[config.mk]
export PLATFORM = sky130hd
export DESIGN_NAME = simon_playback_ctrl_flat
export DESIGN_NICKNAME = d
export VERILOG_FILES = /design/src/rtl/simon_pkg.sv /design/src/rtl/simon_playback_ctrl_if.sv /design/src/rtl/simon_tick_timer.sv /design/src/rtl/simon_playback_ctrl.sv /design/src/flat_wrapper.sv
export SDC_FILE = /design/constraint.sdc
export NUM_CORES = 1
export LEC_CHECK = 0
export CORE_ASPECT_RATIO = 1.2
export CORE_MARGIN = 5
export CORE_UTILIZATION = 56
export CTS_CLUSTER_DIAMETER = 100
export CTS_CLUSTER_SIZE = 12
export DETAILED_ROUTE_END_ITERATION = 10
export PLACE_DENSITY = 0.83
export SLEW_MARGIN = 10
export SYNTH_ARGS = -nofsm -noshare
export SYNTH_HDL_FRONTEND = slang
export SYNTH_SLANG_ARGS = --single-unit
[constraint.sdc]
create_clock -name clk_tick -period 3.1 [get_ports clk_tick]
set_input_delay 0.62 -clock clk_tick [delete_from_list [all_inputs] [get_ports clk_tick]]
set_output_delay 0.62 -clock clk_tick [all_outputs]
set_load 0.01 [all_outputs]
[src/rtl/simon_pkg.sv]
// Shared types and helpers for the Simon game blocks: state encoding,
// LED one-hot decode and default tick counts.
package simon_pkg;

    typedef enum logic [2:0] {
        S_IDLE  = 3'd0,
        S_FETCH = 3'd1,
        S_ON    = 3'd2,
        S_GAP   = 3'd3,
        S_DONE  = 3'd4
    } state_t;

    localparam int DEF_ADDR_W    = 4;
    localparam int DEF_ON_TICKS  = 8;
    localparam int DEF_OFF_TICKS = 4;
    localparam int DEF_CNT_W     = 8;

    function automatic logic [3:0] led_onehot(input logic [1:0] sel);
        return 4'b0001 << sel;
    endfunction

endpackage

[src/rtl/simon_playback_ctrl_if.sv]
// Playback request/response and sequence-RAM read bundle between simon_fsm
// (master side) and simon_playback_ctrl (slave side).
interface simon_playback_if #(
    parameter int ADDR_W = 4
);
    logic              start;
    logic [ADDR_W:0]   seq_len;
    logic              abort;
    logic [ADDR_W-1:0] rd_addr;
    logic [1:0]        seq_val;
    logic [3:0]        led;
    logic              busy;
    logic              done;

    modport master (
        output start, seq_len, abort, seq_val,
        input  rd_addr, led, busy, done
    );

    modport slave (
        input  start, seq_len, abort, seq_val,
        output rd_addr, led, busy, done
    );

endinterface

[src/rtl/simon_tick_timer.sv]
// Loadable down-counter with zero flag; shared by the LED-on and dark-gap
// phases. Holds at zero once expired.
module simon_tick_timer #(
    parameter int CNT_W = 8
) (
    input  logic             clk_tick,
    input  logic             reset,
    input  logic             load,
    input  logic [CNT_W-1:0] load_val,
    output logic             zero
);

    logic [CNT_W-1:0] cnt;

    always_ff @(posedge clk_tick) begin
        if (reset) begin
            cnt <= '0;
        end else if (load) begin
            cnt <= load_val;
        end else if (cnt != '0) begin
            cnt <= cnt - 1'b1;
        end
    end

    assign zero = (cnt == '0);

endmodule

[src/rtl/simon_playback_ctrl.sv]
// Walks the stored Simon pattern and lights one LED per entry with a dark gap.
// Optional SIMON_PLAYBACK_SPEEDUP_EN shortens the ON period for longer rounds.
//
// state   | meaning
// --------+-------------------------------------------------
// S_IDLE  | waiting for start; outputs hold, busy low
// S_FETCH | rd_addr presented, RAM data settles
// S_ON    | LED lit, timer counts the ON period
// S_GAP   | LED dark, timer counts the gap, then next entry
// S_DONE  | one-cycle done pulse, back to idle
module simon_playback_ctrl
    import simon_pkg::*;
#(
    parameter int ADDR_W    = DEF_ADDR_W,
    parameter int ON_TICKS  = DEF_ON_TICKS,
    parameter int OFF_TICKS = DEF_OFF_TICKS,
    parameter int CNT_W     = DEF_CNT_W
) (
    input  logic           clk_tick,
    input  logic           reset,
    simon_playback_if.slave bus
);

    localparam logic [ADDR_W:0]  LEN_MAX  = (ADDR_W+1)'(2**ADDR_W);
    localparam logic [CNT_W-1:0] ON_LOAD  = CNT_W'(ON_TICKS - 1);
    localparam logic [CNT_W-1:0] OFF_LOAD = CNT_W'(OFF_TICKS - 1);

    state_t            state, state_nxt;
    logic [ADDR_W-1:0] rd_addr, addr_nxt;
    logic [ADDR_W:0]   len, len_nxt;
    logic [3:0]        led, led_nxt;
    logic              busy, done;
    logic              t_load;
    logic [CNT_W-1:0]  t_val;
    logic              t_zero;
    logic [CNT_W-1:0]  on_load;

    simon_tick_timer #(.CNT_W(CNT_W)) u_timer (
        .clk_tick (clk_tick),
        .reset    (reset),
        .load     (t_load),
        .load_val (t_val),
        .zero     (t_zero)
    );

`ifdef SIMON_PLAYBACK_SPEEDUP_EN
    function automatic logic [CNT_W-1:0] speedup_load(input logic [ADDR_W:0] n);
        int eff;
        eff = ON_TICKS - int'(n >> 2);
        if (eff < 2) eff = 2;
        return CNT_W'(eff - 1);
    endfunction

    // ON period fixed for the whole walk, chosen from the latched length
    always_ff @(posedge clk_tick) begin
        if (reset) begin
            on_load <= ON_LOAD;
        end else if (state == S_IDLE && state_nxt == S_FETCH) begin
            on_load <= speedup_load(len_nxt);
        end
    end
`else
    assign on_load = ON_LOAD;
`endif

    always_comb begin
        state_nxt = state;
        addr_nxt  = rd_addr;
        len_nxt   = len;
        led_nxt   = led;
        t_load    = 1'b0;
        t_val     = '0;

        case (state)
            S_IDLE: begin
                if (bus.start && !bus.abort) begin
                    if (bus.seq_len != '0) begin
                        len_nxt   = (bus.seq_len > LEN_MAX) ? LEN_MAX : bus.seq_len;
                        addr_nxt  = '0;
                        state_nxt = S_FETCH;
                    end else begin
                        state_nxt = S_DONE;
                    end
                end
            end
            S_FETCH: begin
                led_nxt   = led_onehot(bus.seq_val);
                t_load    = 1'b1;
                t_val     = on_load;
                state_nxt = S_ON;
            end
            S_ON: begin
                if (t_zero) begin
                    led_nxt   = '0;
                    t_load    = 1'b1;
                    t_val     = OFF_LOAD;
                    state_nxt = S_GAP;
                end
            end
            S_GAP: begin
                if (t_zero) begin
                    if ({1'b0, rd_addr} == len - 1'b1) begin
                        state_nxt = S_DONE;
                    end else begin
                        addr_nxt  = rd_addr + 1'b1;
                        state_nxt = S_FETCH;
                    end
                end
            end
            S_DONE: state_nxt = S_IDLE;
            default: state_nxt = S_IDLE;
        endcase

        if (bus.abort && state != S_IDLE) begin
            state_nxt = S_IDLE;
            led_nxt   = '0;
            addr_nxt  = '0;
            t_load    = 1'b1;
            t_val     = '0;
        end
    end

    always_ff @(posedge clk_tick) begin
        if (reset) begin
            state   <= S_IDLE;
            rd_addr <= '0;
            len     <= '0;
            led     <= '0;
            busy    <= 1'b0;
            done    <= 1'b0;
        end else begin
            state   <= state_nxt;
            rd_addr <= addr_nxt;
            len     <= len_nxt;
            led     <= led_nxt;
            busy    <= (state_nxt != S_IDLE);
            done    <= (state_nxt == S_DONE);
        end
    end

    assign bus.rd_addr = rd_addr;
    assign bus.led     = led;
    assign bus.busy    = busy;
    assign bus.done    = done;

endmodule
[src/flat_wrapper.sv]
// flat-port wrapper written by rule: the top's interface ports become plain ports
module simon_playback_ctrl_flat import simon_pkg::*;
#(
    parameter int ADDR_W    = DEF_ADDR_W,
    parameter int ON_TICKS  = DEF_ON_TICKS,
    parameter int OFF_TICKS = DEF_OFF_TICKS,
    parameter int CNT_W     = DEF_CNT_W
)
  (clk_tick, reset, bus_start, bus_seq_len, bus_abort, bus_seq_val, bus_rd_addr, bus_led, bus_busy, bus_done);
  simon_playback_if #(.ADDR_W(ADDR_W)) bus_i ();
  input  logic clk_tick;
  input  logic reset;
  input wire logic [$bits(bus_i.start)-1:0] bus_start;
  input wire logic [$bits(bus_i.seq_len)-1:0] bus_seq_len;
  input wire logic [$bits(bus_i.abort)-1:0] bus_abort;
  input wire logic [$bits(bus_i.seq_val)-1:0] bus_seq_val;
  output wire logic [$bits(bus_i.rd_addr)-1:0] bus_rd_addr;
  output wire logic [$bits(bus_i.led)-1:0] bus_led;
  output wire logic [$bits(bus_i.busy)-1:0] bus_busy;
  output wire logic [$bits(bus_i.done)-1:0] bus_done;
  assign bus_i.start = bus_start;
  assign bus_i.seq_len = bus_seq_len;
  assign bus_i.abort = bus_abort;
  assign bus_i.seq_val = bus_seq_val;
  assign bus_rd_addr = bus_i.rd_addr;
  assign bus_led = bus_i.led;
  assign bus_busy = bus_i.busy;
  assign bus_done = bus_i.done;
  simon_playback_ctrl #(.ADDR_W(ADDR_W), .ON_TICKS(ON_TICKS), .OFF_TICKS(OFF_TICKS), .CNT_W(CNT_W)) u_core (.clk_tick(clk_tick), .reset(reset), .bus(bus_i));
endmodule
Word-level counts from Yosys, hierarchy flattened
Index checks and enable logic that the tools add are counted.
Widths: inputs -> output; s select.

word-level totals
  bits in registers = 26
  logic and storage cells = 61

cells by class
  $add $sub $neg = 3
  order comparisons = 1
  equal/unequal tests = 10
  shifts and indexed selects = 1
  mux-type cells = 23
  reductions and logical operators = 16

operator list
  cell                 count
  $mux 8               3
  $mux 4               5
  $mux 3               6
  $pmux 4 s2           2
  $pmux 8 s2           1
  $pmux 3 s4           1
  $logic_not 8->1      1
  $ne 2x1->1 const B   4
  $reduce_bool 8->1    1
  $sub 8x1->8 const B  1
  $eq 3x2->1 const B   2
  $reduce_bool 2->1    3
  $reduce_bool 3->1    2
  $eq 4x5->1           1
  $gt 5x5->1 const B   1
  $mux 5               1
  $reduce_and 5->1     1
  $reduce_bool 5->1    1
  $sub 5x1->5 const B  1
  $add 4x1->4 const B  1
  $shl 1x2->4 const A  1
  $eq 3x1->1 const B   1
  $eq 3x3->1 const B   1
  $logic_not 3->1      1
  other kinds (9)      11

Logic depth before layout (Yosys ltp)
Gate-level depths: netlist of run 1.

  depth after elaboration = 7
  gate-level depth with buffers = 8
  mapped depth without buffers = 7

Modules after synthesis
A second synthesis of run 1 with hierarchy kept.

unflattened totals
  cells, all modules = 174
  area, all modules = 1511.4 µm²

modules (own cells, without submodules)
  module               times used  cells an instance  area an instance (µm²)  seq. area each (µm²)
  simon_playback_ctrl  1           121                1036.0                  360.3
  simon_tick_timer     1           53                 475.5                   160.2

Least setup slack after synthesis of run 1
OpenSTA, ideal clock, no wires.

  kind = input to register
  start point = input port bus_seq_len[0]
  end point = register u_core.rd_addr[0], in the netlist u_core.bus.rd_addr[0]
  library setup time = 101 ps
  arrival time = 1920 ps
  data required time = 2999 ps
  setup slack = 1079 ps
  stages on the path = 5
  path buffers = 0
  cell sequence = or4_1 o211ai_1 and2_1 o211ai_1 o41ai_1

on the way
  cells in the longest elaborated chain, start to end = 3

RTL lines
  item                        line                        text
  start, declared             flat_wrapper.sv:14          input wire logic [$bits(bus_i.seq_len)-1:0] bus_seq_len;
  $reduce_bool 5->1           simon_playback_ctrl.sv:77   if (bus.seq_len != '0) begin
  $ne 2x1->1 (no line)        --
  $reduce_and 5->1 (no line)  --
  end signal, assigned        simon_playback_ctrl.sv:133  rd_addr <= addr_nxt;
  end, declared               simon_playback_ctrl.sv:29   logic [ADDR_W-1:0] rd_addr, addr_nxt;

Every way passes these cells.
A chain may end at the register's enable or synchronous reset.

Final worst setup path of run 1
  start point = input port bus_seq_len[4]
  end point = register u_core.rd_addr[2], in the netlist u_core.bus.rd_addr[2]

Same word-level chain as after synthesis.

==> results.cfg, run 1 <==
[global_routing]
gr-usage-met1_pct = 21.59
grt_max_degree = 15
grt.busiest_layer = met2
antenna_found_initial = 0
grt_first_pass_wirelength_um = 5195
grtUsageMet3_pct = 2.123
grt_pass1_vias = 1173
grt_overflow = 0
met2_usage_pct = 36.83
grt_usage_pct = 19.79

[clock_network]
postCtsSetupRepairBufs = 0
clk_pin_slew_ns = 0.14
cts_resized = 0
cts.sinks = 26
clk_path_buf_depth = 2
clkLatencyLatePin_ns = 0.33
cts-hold-fix-buffers = 0
htree_levels = 1
cts_tree = done
cts_root_buf = clkbuf_4
cts_buffers = 3

[logic_synthesis]
syn_inst = 148
synth_top_family_by_area = simple AND/OR/NAND/NOR gates
synth_top_area_share_pct = 39.47
ys_seq_area_share_pct = 39.47
synth_simple_gate_area_share_pct = 27.89
synth_cell_types = 45
synth_mux_area_share_pct = 1.613
synth-compound-area-share_pct = 19.26
synth_xor_xnor_area_share_pct = 6.641
synth_flop_cell = dfxtp_1
ys_warn_count = 0
yosys-top-cells-area = dfxtp_1, nor2_1, a21oi_1
synth_top_cell_by_area = dfxtp_1
synthAdderAreaFrac_pct = 2.846
synth_nets = 162
ys_ff_latch = 26
synth-async-reset-ratio_pct = 0
synth-edff-count = 0
avgSynthCellArea_sq_um = 8.911
synthesis.area_sq_um = 1319

[detailed_routing]
drc = 0
routedWlPerCell_um = 14.69
vias = 1157
drtAntennaViolNets = 0
drtIter0Drc = 41
drtPass1Iterations = 4
wirelength_um = 2937
routed_via_density = 5.785

[floorplan]
core_area_sq_um = 2282
io_pins = 21
fp-row-count = 19
die-area_sq_um = 3430
die_w_um = 54.30
dieHeight_um = 63.16
start_util_pct = 57.79

[setup_path]
worst_ep_arrival_time_ns = 2.70
cp-end-kind = flip-flop
rrSetupSlack_ns = 0.89
crit_start = bus_seq_len[4]
required_ns = 3.35
r2r-end = u_core.bus.rd_addr[2]
worstSetupPathType = in -> reg
start_kind = input pin
cp_max_fo = 7
reg2reg_depth = 7
rr_startpoint = u_core.len[0]

[placed_design]
place_hpwl_um = 2291
gp_congestion = 0.7589
io_buffers = 20
numPlacedInstances = 196

[sta]
finalMaxSlewViolations = 0
setup_viol = 0
max-slew-margin-rel_pct = 53.03
rsz0062_at_grt = false
tightest_slew_ns = 0.6868
period_share_pct = 78.96
clock.fmax_ghz = 0.4085
period_needed_ns = 2.448
fin_worst_skew_ns = 0.01266
hold_viol_final = 0
fin_tns_setup_ns = 0

[final_layout]
multiInputGateArea_sq_um = 768.2
nFillCells = 193
final_cells = 200
seq_area_sq_um = 520.5
drive_gt1_share_pct = 7.692
final_nets = 184
diodes = 0
syn2layout_area_growth_pct = 20.02

[power]
p_leak_nw = 0.5745
peakVddDrop_uv = 545.4
p_per_area_nw_per_um2 = 661.0

[status]
status = completed

[hold_path]
hp-class = reg -> reg
hold_path_startpoint = u_core.bus.led[1]
min_delay_path_depth = 2
worstHoldEndpoint = u_core.bus.led[1]

[job]
max_cap_viol_count = 0
[routing by layer]
metal / vias to the layer above / wire length (um) / part of all wire (%)
li1: 584 / - / -
met1: 543 / 1136 / 39
met2: 24 / 1642 / 56
met3: 6 / 105 / 3.6
met4: 0 / 53 / 1.8
met5: - / 0 / 0
[layout make-up]
class                      count  share of cell area (%)
clock buffer                   4                   2.292
sequential                    26                   32.89
tap                           31                   2.451
inverter                       5                   1.186
multi-input combinational    114                   48.54
timing repair buffer          20                   12.65
[state kept, by name, summed over array words and instances, names as in the netlist]
register and flops:
u_core.bus.busy 1, u_core.len 5, u_core.bus.done 1, u_core.u_timer.cnt 8, u_core.state 3, u_core.bus.rd_addr 4, u_core.bus.led 4
[worst max path at each step]
stage                                        to  slack [ns]  cells after the start
final                     u_core.bus.rd_addr[2]        0.65                      5
after global routing      u_core.bus.rd_addr[3]        0.53                      5
after CTS                 u_core.bus.rd_addr[3]        0.65                      5
after detailed placement  u_core.bus.rd_addr[3]        0.33                      5
after global placement    u_core.bus.rd_addr[0]        0.48                      6
after floorplan           u_core.bus.rd_addr[0]        1.08                      5
[stage by stage]
step | hold slack [ns] | cell area (sq um) | total power [W] | worst slack, ns | util, %
final | 0.4624 | 1583 | 0.001046 | 0.6522 | 69.35
after floorplan | 0.4389 | 1319 | 0.0007973 | 1.079 | -
after global routing | 0.4976 | 1583 | 0.001135 | 0.5322 | 69.35
after detailed placement | 0.4459 | 1546 | 0.0008851 | 0.3262 | 67.76
after global placement | 0.4410 | 1546 | 0.0008626 | 0.4767 | 67.76
after CTS | 0.4645 | 1583 | 0.001054 | 0.6540 | 69.35
[cells in the mapped netlist, drive strengths merged, types with 2 or more instances]
| cell type | instances |
|---|---|
| dfxtp | 26 |
| nor2 | 17 |
| a21oi | 12 |
| nand2 | 11 |
| inv | 5 |
| nor2b | 5 |
| nor3 | 5 |
| xnor2 | 5 |
| xor2 | 5 |
| a22oi | 4 |
| nand3b | 4 |
| nand4b | 4 |
| and2 | 3 |
| clkbuf | 3 |
| ha | 3 |
| o211ai | 3 |
| or3 | 3 |
| a21boi | 2 |
| a21o | 2 |
| a221oi | 2 |
| nand2b | 2 |
| nand4 | 2 |
| o21ai | 2 |
| o31ai | 2 |
| or4 | 2 |
[logic make-up (layout without fill, tap and decap cells)]
group / Yosys count / after routing
flip-flops: 26 / 26
adder cells (fa/ha/maj): 3 / 3
multiplexers: 2 / 2
buffers and inverters: 8 / 29
AND/OR/NAND/NOR: 63 / 63
AO/OA/AOI/OAI: 36 / 36
XOR/XNOR: 10 / 10
[cells in the final DEF, fill, tap and decap left out, drive strengths merged]
cell | netlist | layout
nand3 | 1 | 1
o31ai | 2 | 2
nor4b | 1 | 1
nand4 | 2 | 2
o21a | 1 | 1
dfxtp | 26 | 26
a221oi | 2 | 2
a2111oi | 1 | 1
o32ai | 1 | 1
or4b | 1 | 1
nand2b | 2 | 2
clkdlybuf4s50 | 0 | 20
and4 | 1 | 1
a21o | 2 | 2
nor3 | 5 | 5
clkbuf | 3 | 4
ha | 3 | 3
or4 | 2 | 2
o2111a | 1 | 1
nand4b | 4 | 4
a21boi | 2 | 2
a21oi | 12 | 12
mux2 | 1 | 1
nand3b | 4 | 4
inv | 5 | 5
nor2b | 5 | 5
o21bai | 1 | 1
nand2 | 11 | 11
a22oi | 4 | 4
or3 | 3 | 3
o211ai | 3 | 3
xnor2 | 5 | 5
o22a | 1 | 1
xor2 | 5 | 5
and2 | 3 | 3
nor2 | 17 | 17
and3 | 1 | 1
o41ai | 1 | 1
o21ai | 2 | 2
mux2i | 1 | 1
[power breakdown]
part / leakage (nW) / internal (W) / switching [W]
Clock: 0.0210 / 0.0000719 / 0.0000986
Sequential: 0.212 / 0.000388 / 0.0000561
Combinational: 0.342 / 0.000217 / 0.000214
Total: 0.575 / 0.000677 / 0.000369
[critical path, stage by stage]
cell             delay, ns
clkdlybuf4s50_1       0.46
or4_1                 0.57
o211ai_1              0.51
and2_1                0.29
a21boi_0              0.24
No activity file was read; power rests on OpenSTA's default activity.
==> run 2, diff against run 1 <==
- CORE_UTILIZATION: 56 -> 47
- PLACE_DENSITY: 0.83 -> 0.74
- clock period: 3.1 -> 2 ns (I/O delays scaled with it)
==> run 2 against run 1 <==
  * Clock-buffer cell count decreased by 1
  * Wire length rose by 5.1%
  * Via count rose by 6.8%
  * Die area up 16%
  * Sequential power rose by 56%
  * Setup slack worse by 0.57 ns
==> results.cfg, run 2 (synthesized netlist as in run 1, its figures left out) <==
[final_layout]
largest_reg_flops = 8
layout_common_cells = dfxtp_1, buf_4, clkdlybuf4s50_1
final_nets = 206
reg_top3 = u_core.u_timer.cnt: 8 flops, u_core.len: 5 flops
final_common_cell = dfxtp_1
drive_gt1_share_pct = 23.04
syn2layout_area_growth_pct = 36.24
diodes = 0
stdcell_area_sq_um = 1797
top_register = u_core.u_timer.cnt

[sta]
max-slew-margin-rel_pct = 74.36
clock.fmax_ghz = 0.5223
finalMaxSlewViolations = 0
period_share_pct = 95.73
rsz0062_at_grt = true
period_needed_ns = 1.915
hold-worst-slack_ns = 0.4744
hold_viol_final = 0
tightest_slew_ns = 0.3749
setup_viol = 0
fin_tns_setup_ns = 0
setup_slack_ns = 0.08545
fin_worst_skew_ns = 0.02105

[clock_network]
clkLatencyLatePin_ns = 0.33
cts_tree = done
clk_path_buf_depth = 2
cts.sinks = 26
cts_root_buf = clkbuf_4
cts-hold-fix-buffers = 0
htree_levels = 1
clk_pin_slew_ns = 0.15
cts_buffers = 3

[detailed_routing]
drtIter0Drc = 31
drtAntennaViolNets = 0
routed_via_density = 5.493
drc = 0
wirelength_um = 3087
routedWlPerCell_um = 13.72
vias = 1236
drtPass1Iterations = 4

[power]
share_comb_of_total_power_pct = 44.5
cell_internal_pwr_w = 0.001277
peakVddDrop_uv = 971.6
seq_power_share_pct = 36.6
switching_share_pct = 32.87
power_w = 0.001902
clkPwrFrac_pct = 18.9
switchingPower_w = 0.0006253
p_per_area_nw_per_um2 = 1059
p_leak_nw = 0.6811

[setup_path]
worst_ep_arrival_time_ns = 2.15
rr_startpoint = u_core.u_timer.cnt[0]
slowest_delay_ns = 0.54
crit_start = bus_seq_len[0]
cp-end-kind = flip-flop
worstSetupPathType = in -> reg
start_kind = input pin
cp_max_fo = 4
cp_cell_sequence = clkdlybuf4s50_1 -> or4_4 -> o211ai_1 -> buf_4 -> and2_1 -> o211ai_1 -> o41ai_1
crit_top_cell = o211ai_1
required_ns = 2.24
crit_slowest_cell = or4_4

[global_routing]
grt_max_degree = 16
grt_usage_pct = 16.91
antenna_found_initial = 0
grt_overflow = 0
grt_pass1_vias = 1218
grt_first_pass_wirelength_um = 5188

[floorplan]
core_area_sq_um = 2733
fp-row-count = 21
dieHeight_um = 68.03
die-area_sq_um = 3970
io_pins = 21
start_util_pct = 48.26
die_w_um = 58.36

[placed_design]
place_ws_ns = -0.2626
io_buffers = 20
gp_congestion = 0.9131
place_hpwl_um = 2388
dpl-instance-area_sq_um = 1670

[job]
max_cap_viol_count = 0

[status]
status = completed

[hold_path]
hold_path_startpoint = u_core.bus.led[0]
hp-class = reg -> reg
-- run 2: cell count changes in the layout (fill, tap and decap cells not counted), moves of 2 or more --
cell,before,now
buf_4,0,22
inv_1,5,3
dfxtp_2,0,2
a21boi_0,2,0
dfxtp_1,26,24
inv_2,0,2
-- run 2: final timing paths --
check / to / slack (ns) / cells past startpoint
hold reg to reg: u_core.bus.led[0] / 0.47 / 2
setup reg to reg: u_core.bus.led[2] / 0.11 / 7
hold / removal: u_core.bus.led[0] / 0.47 / 2
setup / recovery: u_core.bus.rd_addr[0] / 0.09 / 7
-- run 2: repair_timing --
action | CTS | global route
buffers inserted | 0 | 6
setup endpoints to repair | 1 | 4
pin swaps | 0 | 6
gates resized for setup | 1 | 12
-- run 2: critical path, delay by kind of cell --
kind / cells / cell delay, ns
AO/OA/AOI/OAI: 3 / 0.43
buffers and inverters: 2 / 0.61
AND/OR/NAND/NOR: 2 / 0.71
-- run 2: layer usage --
metal	global-route usage [%]	vias up	share of wire, %	wire length, um
li1	-	631	-	-
met1	17.47	571	41	1281
met2	30.73	25	53	1623
met3	2.264	9	2.9	90
met4	12.75	0	2.9	91
met5	0	-	0	0
-- run 2: through the flow --
stage	utilization, %	cells
2_1_floorplan	-	148
3_3_place_gp	61.13	215
3_5_place_dp	61.13	215
4_1_cts	63.14	219
5_1_grt	65.75	225
6_report	65.75	225
-- run 2: power groups by stage --
stage | Sequential (W) | Combinational, W | Clock (W)
4_1_cts | 0.000689 | 0.000804 | 0.000374
2_1_floorplan | 0.000686 | 0.000550 | 0
3_5_place_dp | 0.000700 | 0.000797 | 0
6_report | 0.000696 | 0.000847 | 0.000360
5_1_grt | 0.000709 | 0.000946 | 0.000388
3_3_place_gp | 0.000695 | 0.000766 | 0
-- run 2: area by class of cell --
cell class / instances / area (sq um)
clock inverters: 1 / 30.03
multi-input cells: 114 / 794.5
flip-flops and latches: 26 / 523.0
well taps: 34 / 42.54
repair buffers: 42 / 365.4
fillers: 233 / 935.9
inverters: 5 / 18.77
clock buffers: 3 / 22.52
